==> config.mk <==
export PLATFORM = sky130hd
export DESIGN_NAME = vga_sync_gen
export DESIGN_NICKNAME = d
export VERILOG_FILES = /design/src/rtl/vga_sync_gen.sv
export SDC_FILE = /design/constraint.sdc
export NUM_CORES = 1
export LEC_CHECK = 0
export BUFFER_PORTS_ARGS = -buffer_cell sky130_fd_sc_hd__buf_2
export CORE_MARGIN = 2
export CORE_UTILIZATION = 34
export CTS_CLUSTER_SIZE = 12
export DETAILED_ROUTE_END_ITERATION = 12
export PLACE_DENSITY = 0.6
export SLEW_MARGIN = 15
export SYNTH_ARGS = -nofsm -noshare
export SYNTH_HDL_FRONTEND = slang
export SYNTH_SLANG_ARGS = --single-unit
==> constraint.sdc <==
create_clock -name clk -period 2 [get_ports clk]
set_clock_uncertainty 0.2 [all_clocks]
set_input_delay 0.2 -clock clk [delete_from_list [all_inputs] [get_ports clk]]
set_output_delay 0.2 -clock clk [all_outputs]
set_load 0.1 [all_outputs]
==> src/rtl/vga_sync_gen.sv <==
// VGA timing generator: pixel-rate enable, x/y scan counters, registered
// sync/blank decode and an optional tick-aligned delay line on the sync outputs.
module vga_sync_gen #(
    parameter int unsigned CLK_DIV    = 2,
    parameter int unsigned H_DISPLAY  = 640,
    parameter int unsigned H_FRONT    = 16,
    parameter int unsigned H_SYNC     = 96,
    parameter int unsigned H_BACK     = 48,
    parameter int unsigned V_DISPLAY  = 480,
    parameter int unsigned V_FRONT    = 10,
    parameter int unsigned V_SYNC     = 2,
    parameter int unsigned V_BACK     = 33,
    parameter int unsigned H_POL      = 0,
    parameter int unsigned V_POL      = 0,
    parameter int unsigned SYNC_DELAY = 0
) (
    input  logic       clk,
    input  logic       reset_n,
    output logic       pixel_tick,
    output logic [9:0] pixel_x,
    output logic [9:0] pixel_y,
    output logic       video_on,
    output logic       hsync,
    output logic       vsync,
    output logic       line_start,
    output logic       frame_start
);

    localparam int unsigned CNT_W   = 10;
    localparam int unsigned DIV_W   = (CLK_DIV > 1) ? $clog2(CLK_DIV) : 1;
    localparam int unsigned H_TOTAL = H_DISPLAY + H_FRONT + H_SYNC + H_BACK;
    localparam int unsigned V_TOTAL = V_DISPLAY + V_FRONT + V_SYNC + V_BACK;

    localparam logic [DIV_W-1:0] DIV_LAST   = DIV_W'(CLK_DIV - 1);
    localparam logic [CNT_W-1:0] H_LAST     = CNT_W'(H_TOTAL - 1);
    localparam logic [CNT_W-1:0] V_LAST     = CNT_W'(V_TOTAL - 1);
    localparam logic [CNT_W-1:0] H_VIS_END  = CNT_W'(H_DISPLAY);
    localparam logic [CNT_W-1:0] V_VIS_END  = CNT_W'(V_DISPLAY);
    localparam logic [CNT_W-1:0] HS_START   = CNT_W'(H_DISPLAY + H_FRONT);
    localparam logic [CNT_W-1:0] HS_END     = CNT_W'(H_DISPLAY + H_FRONT + H_SYNC);
    localparam logic [CNT_W-1:0] VS_START   = CNT_W'(V_DISPLAY + V_FRONT);
    localparam logic [CNT_W-1:0] VS_END     = CNT_W'(V_DISPLAY + V_FRONT + V_SYNC);
    localparam logic             HS_ACTIVE  = 1'(H_POL);
    localparam logic             VS_ACTIVE  = 1'(V_POL);

    logic [DIV_W-1:0] div_cnt_q, div_cnt_d;
    logic             run_q;
    logic [CNT_W-1:0] x_q, x_d;
    logic [CNT_W-1:0] y_q, y_d;
    logic             x_wrap;
    logic             von_q, von_d;
    logic             hs_q, hs_d;
    logic             vs_q, vs_d;
    logic             ls_q, ls_d;
    logic             fs_q, fs_d;

    // run_q keeps the enable low while in reset so CLK_DIV=1 cannot tick early
    assign pixel_tick = run_q && (div_cnt_q == DIV_LAST);

    // Next-state for divider, counters, and decode taken from the next counter values
    always_comb begin
        div_cnt_d = (div_cnt_q == DIV_LAST) ? '0 : div_cnt_q + DIV_W'(1);
        x_wrap    = pixel_tick && (x_q == H_LAST);
        x_d       = x_q;
        y_d       = y_q;
        if (pixel_tick) begin
            x_d = x_wrap ? '0 : x_q + CNT_W'(1);
        end
        if (x_wrap) begin
            y_d = (y_q == V_LAST) ? '0 : y_q + CNT_W'(1);
        end
        von_d = (x_d < H_VIS_END) && (y_d < V_VIS_END);
        hs_d  = ((x_d >= HS_START) && (x_d < HS_END)) ? HS_ACTIVE : ~HS_ACTIVE;
        vs_d  = ((y_d >= VS_START) && (y_d < VS_END)) ? VS_ACTIVE : ~VS_ACTIVE;
        ls_d  = x_wrap;
        fs_d  = x_wrap && (y_q == V_LAST);
    end

    // State registers with synchronous active-low reset
    always_ff @(posedge clk) begin
        if (!reset_n) begin
            div_cnt_q <= '0;
            run_q     <= 1'b0;
            x_q       <= '0;
            y_q       <= '0;
            von_q     <= 1'b0;
            hs_q      <= ~HS_ACTIVE;
            vs_q      <= ~VS_ACTIVE;
            ls_q      <= 1'b0;
            fs_q      <= 1'b0;
        end else begin
            div_cnt_q <= div_cnt_d;
            run_q     <= 1'b1;
            x_q       <= x_d;
            y_q       <= y_d;
            von_q     <= von_d;
            hs_q      <= hs_d;
            vs_q      <= vs_d;
            ls_q      <= ls_d;
            fs_q      <= fs_d;
        end
    end

    assign pixel_x     = x_q;
    assign pixel_y     = y_q;
    assign line_start  = ls_q;
    assign frame_start = fs_q;

    generate
        if (SYNC_DELAY == 0) begin : g_no_delay
            assign video_on = von_q;
            assign hsync    = hs_q;
            assign vsync    = vs_q;
        end else begin : g_delay
            logic [SYNC_DELAY-1:0] von_dly_q;
            logic [SYNC_DELAY-1:0] hs_dly_q;
            logic [SYNC_DELAY-1:0] vs_dly_q;

            // Tick-aligned shift line matching downstream pixel pipeline latency
            always_ff @(posedge clk) begin
                if (!reset_n) begin
                    von_dly_q <= '0;
                    hs_dly_q  <= {SYNC_DELAY{~HS_ACTIVE}};
                    vs_dly_q  <= {SYNC_DELAY{~VS_ACTIVE}};
                end else if (pixel_tick) begin
                    von_dly_q[0] <= von_q;
                    hs_dly_q[0]  <= hs_q;
                    vs_dly_q[0]  <= vs_q;
                    for (int i = 1; i < int'(SYNC_DELAY); i++) begin
                        von_dly_q[i] <= von_dly_q[i-1];
                        hs_dly_q[i]  <= hs_dly_q[i-1];
                        vs_dly_q[i]  <= vs_dly_q[i-1];
                    end
                end
            end

            assign video_on = von_dly_q[SYNC_DELAY-1];
            assign hsync    = hs_dly_q[SYNC_DELAY-1];
            assign vsync    = vs_dly_q[SYNC_DELAY-1];
        end
    endgenerate

endmodule

# After elaboration in Yosys (flattened, before gate mapping)
# Cells that the tools add are included.
# totals
input_bits,2
word_cells,35
regBits,27
output_inout_bits,26
# classes
n_reduce_logical,7
n_mux,7
n_lt_le_gt_ge,6
addsub,3
n_eq_ne,2
n_bitwise,1
# ops
op,count
$mux W10,4
$add A10 B1 Y10 const B,2
$eq A10 B10 Y1 const B,2
$lt A10 B10 Y1 const B,2
$lt A10 B9 Y1 const B,2
$ge A10 B10 Y1 const B,1
$ge A10 B9 Y1 const B,1
$logic_and A1 B1 Y1,6
$mux W1,3
$reduce_or A2 Y1,1
$add A1 B1 Y1 const B,1
$not A1 Y1,1

# Longest topological paths before layout
# depth
ltp_word,7
ltp_mapped,7

# Worst setup path after synthesis
# Ideal clock, no wire load.
# synth_path
path_type,flip-flop to flip-flop
from,"register x_q[0], in the netlist pixel_x[0]"
to,"register vs_q, in the netlist vsync"
arrival_time_ns,2.457
t_required_ns,1.670
slack_ns,-0.787
path_stages_with_launch,7
setup_time_ns,0.130
path_cell_list,dfxtp_1 ha_1 and4_1 nand4_2 or3_1 a32oi_1 nand4_1
# synth_via
elab_chain_cells,6
# synth_rtl
element,line,text
"start, declared",48,"logic [CNT_W-1:0] x_q, x_d;"
"start signal, assigned",84,x_q <= '0;
"start signal, assigned",94,x_q <= x_d;
$eq A10 B10 Y1 (*),63,x_wrap = pixel_tick && (x_q == H_LAST);
$logic_and A1 B1 Y1 (*),63,
$mux W10 (*),69,if (x_wrap) begin
$ge A10 B9 Y1 or $lt A10 B9 Y1 (tied branches),74,vs_d = ((y_d >= VS_START) && (y_d < VS_END)) ? VS_ACTIVE : ~VS_ACTIVE;
$logic_and A1 B1 Y1 (*),74,
$mux W1 (*),74,
"end signal, assigned",88,vs_q <= ~VS_ACTIVE;
"end signal, assigned",98,vs_q <= vs_d;
"end, declared",53,"logic vs_q, vs_d;"
# Mark *: on every way between the ends. The rest lies on a longest branch, timed or not.
# A chain may end at the register's enable or synchronous reset.

# Final worst setup path
# Ends and elaborated chain as after synthesis.

==> impl_results.md <==
* VDD IR max at 0.000238 V
* Worst skew pair latency at 0.27 ns
* Worst path most repeated cell: and4_4
* Max Slew Vio Count at 0
* Top FF cell, synth: dfxtp_1
* Clk root buf: clkbuf_8
* Ys async rst share at 0%
* Final wirelength at 3940 um
* Vias per cell at 5.58
* Flip-flop and latch count after synthesis at 27
* Sequential share of the synthesized area at 37.1%
* Row count at 23
* CTS buffer count at 3
* CP startpoint kind: flip-flop
* Full die area at 4830 um2
* GRT Util Overall at 16.9%
* Ant. Diodes at 0
* Share of cells above drive strength 1 at 44.5%
* Vias post-DR at 1,457
* Met2 usage at 28.0%
* DR iter-0 viols at 124
* Met3 Use GR at 3.63%
* CTS clk-pin slew, worst paths at 0.09 ns
* Die extent in x at 69.5 um
* Slew headroom at 67.6%
* Critical path type: reg2reg
* Final hold vios at 0
* Status: completed
* Worst R2R Setup Slack at 0.004 ns
* RSZ-0062 raised after global routing: true
* Synth Instances at 166
* Synth warnings at 0
* Post-synth EDFFs at 0
* Maxcap violations at 0
* Chip Height at 69.5 um
* CP max FO at 12
* Synthesized Nets at 171
* Worst Max-Slew Pin Slew at 0.489 ns
* Clock sinks at 27
* Fin worst setup slack at 0.00371 ns
* CP arrival at 1.94 ns
* Crit-path cells: ha_4, and4_4, and4_4, or4_1, a32oi_2, nand4_1
* Worst path max stage delay at 0.43 ns
* Nets@finish at 217
* Worst path slowest cell: or4_1
* Max Root-Sink Buffers at 2
* # H-tree levels at 1
* Static Leak at 0.000775 uW
* Syn avg cell area at 8.78 um2
* Initial core utilization at 35.9%
* Max Clk Rate at 501 MHz
* Largest net degree at the start of global routing at 16
* Most frequent cells in the layout: 26 x buf_2, 17 x buf_4, 16 x nor2_1, 15 x dfxtp_4, 13 x nand2_1
* Antenna-violating nets left at 0
* Placed Cells at 255
* Critical Path RT at 1.95 ns
* CORE AREA at 4060 um2
* DPL Wire Length at 3050 um
* Synth Cell Area at 1460 um2
* Place WS at 0.00995 ns
* First-pass GRT wire length at 6780 um
* Synth cell types at 51
* Total grt overflow at 0
* # IOs at 28
* Grt peak-use layer: met2
* CP Buf/Inv Count at 0
* Family with the most delay on the worst path: simple AND/OR/NAND/NOR gates
* WL/cell at 15.1 um
* CTS tree: yes
* Worst setup EP type: flip-flop
* Tmin final at 2.00 ns
* Final GP Congestion at 0.848
* Met1 GRT Util at 21.6%
* IO Port Bufs at 27
* DRC violations left at 0
* Most common cell after layout, fill and taps aside: buf_2
* Vias in the first global route at 1,461
* Detailed Routing Iterations Pass 1 at 4
* Hold Crit Class: reg2reg
* Final period utilization at 99.8%
* Initial antenna violation count at 0
* Setup_tns at 0 ns
* Final cell count without fillers at 261
* Power per Cell Area at 473 nW/um2
* Setup violations, final at 0
* Area grow syn2layout at 34.7%
cells by family (layout without fill, tap and decap cells):
group / after synthesis / in the layout / share of synthesized area (%)
DFF: 27 / 27 / 37.1
buffers and inverters: 12 / 57 / 3.26
xor gates and xnor gates: 11 / 11 / 6.61
AOI/OAI and AO/OA: 36 / 36 / 17.6
adders and majority gates: 3 / 3 / 2.58
and+or+nand+nor: 75 / 75 / 31.5
muxes: 2 / 2 / 1.37
state kept, by name, indices dropped and copies added, names as in the netlist:
name,cells
div_cnt_q,1
frame_start,1
hsync,1
line_start,1
pixel_x,10
pixel_y,10
run_q,1
video_on,1
vsync,1
report_power, final:
part	internal, uW	switching, uW	total [uW]	leakage [uW]
logic	17.5	67.8	85.3	0.000516
clock network	139	163	303	0.0000255
registers	527	13.2	540	0.000234
total	684	244	928	0.000775
Yosys cell counts, drive strengths merged (2+ instances only):
| cell type | count | area, um2 |
|---|---|---|
| a21oi | 10 | 53.8 |
| a31oi | 3 | 18.8 |
| and2 | 2 | 12.5 |
| and3 | 2 | 12.5 |
| and4 | 4 | 35.0 |
| clkbuf | 4 | 16.3 |
| dfxtp | 27 | 541 |
| ha | 3 | 37.5 |
| inv | 7 | 26.3 |
| mux2i | 2 | 20.0 |
| nand2 | 14 | 52.6 |
| nand3 | 9 | 50.1 |
| nand4 | 6 | 50.0 |
| nor2 | 16 | 60.1 |
| nor3 | 7 | 35.0 |
| nor3b | 2 | 15.0 |
| nor4 | 4 | 46.3 |
| o211a | 2 | 20.0 |
| o211ai | 3 | 22.5 |
| o21ai | 7 | 38.8 |
| or3 | 2 | 13.8 |
| or4 | 3 | 30.0 |
| xnor2 | 6 | 52.6 |
| xor2 | 5 | 43.8 |
worst reg2reg max path, delay by kind of cell, from the launching register on:
family / cells / cell delay [ns]
adders and majority gates: 1 / 0.16
DFF: 1 / 0.38
and+or+nand+nor: 4 / 0.98
AOI/OAI and AO/OA: 1 / 0.16
layer usage:
metal  wire, um  vias to the layer above
li1           -                      707
met1       1800                      698
met2       1890                       44
met3        195                        8
met4         61                        0
met5          0                        -
through the flow:
stage / util (%) / hold slack [ns] / area [um2] / power (uW)
CTS: 47.2 / 0.313 / 1920 / 940
floorplan: - / 0.0277 / 1560 / 613
global route: 48.4 / 0.312 / 1960 / 977
global placement: 45.8 / 0.177 / 1860 / 634
detailed placement: 45.8 / 0.185 / 1860 / 635
finish: 48.4 / 0.272 / 1960 / 928
final timing paths:
kind                            cells after the start        from   endpoint
worst max register to register                      6  pixel_x[0]      vsync
worst max-delay path                                6  pixel_x[0]      vsync
worst min register to register                      1   div_cnt_q  div_cnt_q
worst min-delay path                                1   div_cnt_q  div_cnt_q
repair_timing:
action / CTS / global route
pin swaps: 1 / 3
resized for setup: 0 / 10
buffers inserted: 0 / 1
endpoints found under the hold margin: 1 / 0
gates cloned: 0 / 0
endpoints found under the setup margin: 1 / 7
hold buffers: 1 / 0
final cells by class:
class	count	area, um2
sequential	27	604
tap	50	62.6
multi-input combinational	127	935
clock buffer	3	41.3
fill	388	2090
inverter	7	28.8
clock inverter	1	5.00
timing repair buffer	46	287
No activity file was read; power rests on OpenSTA's default activity.
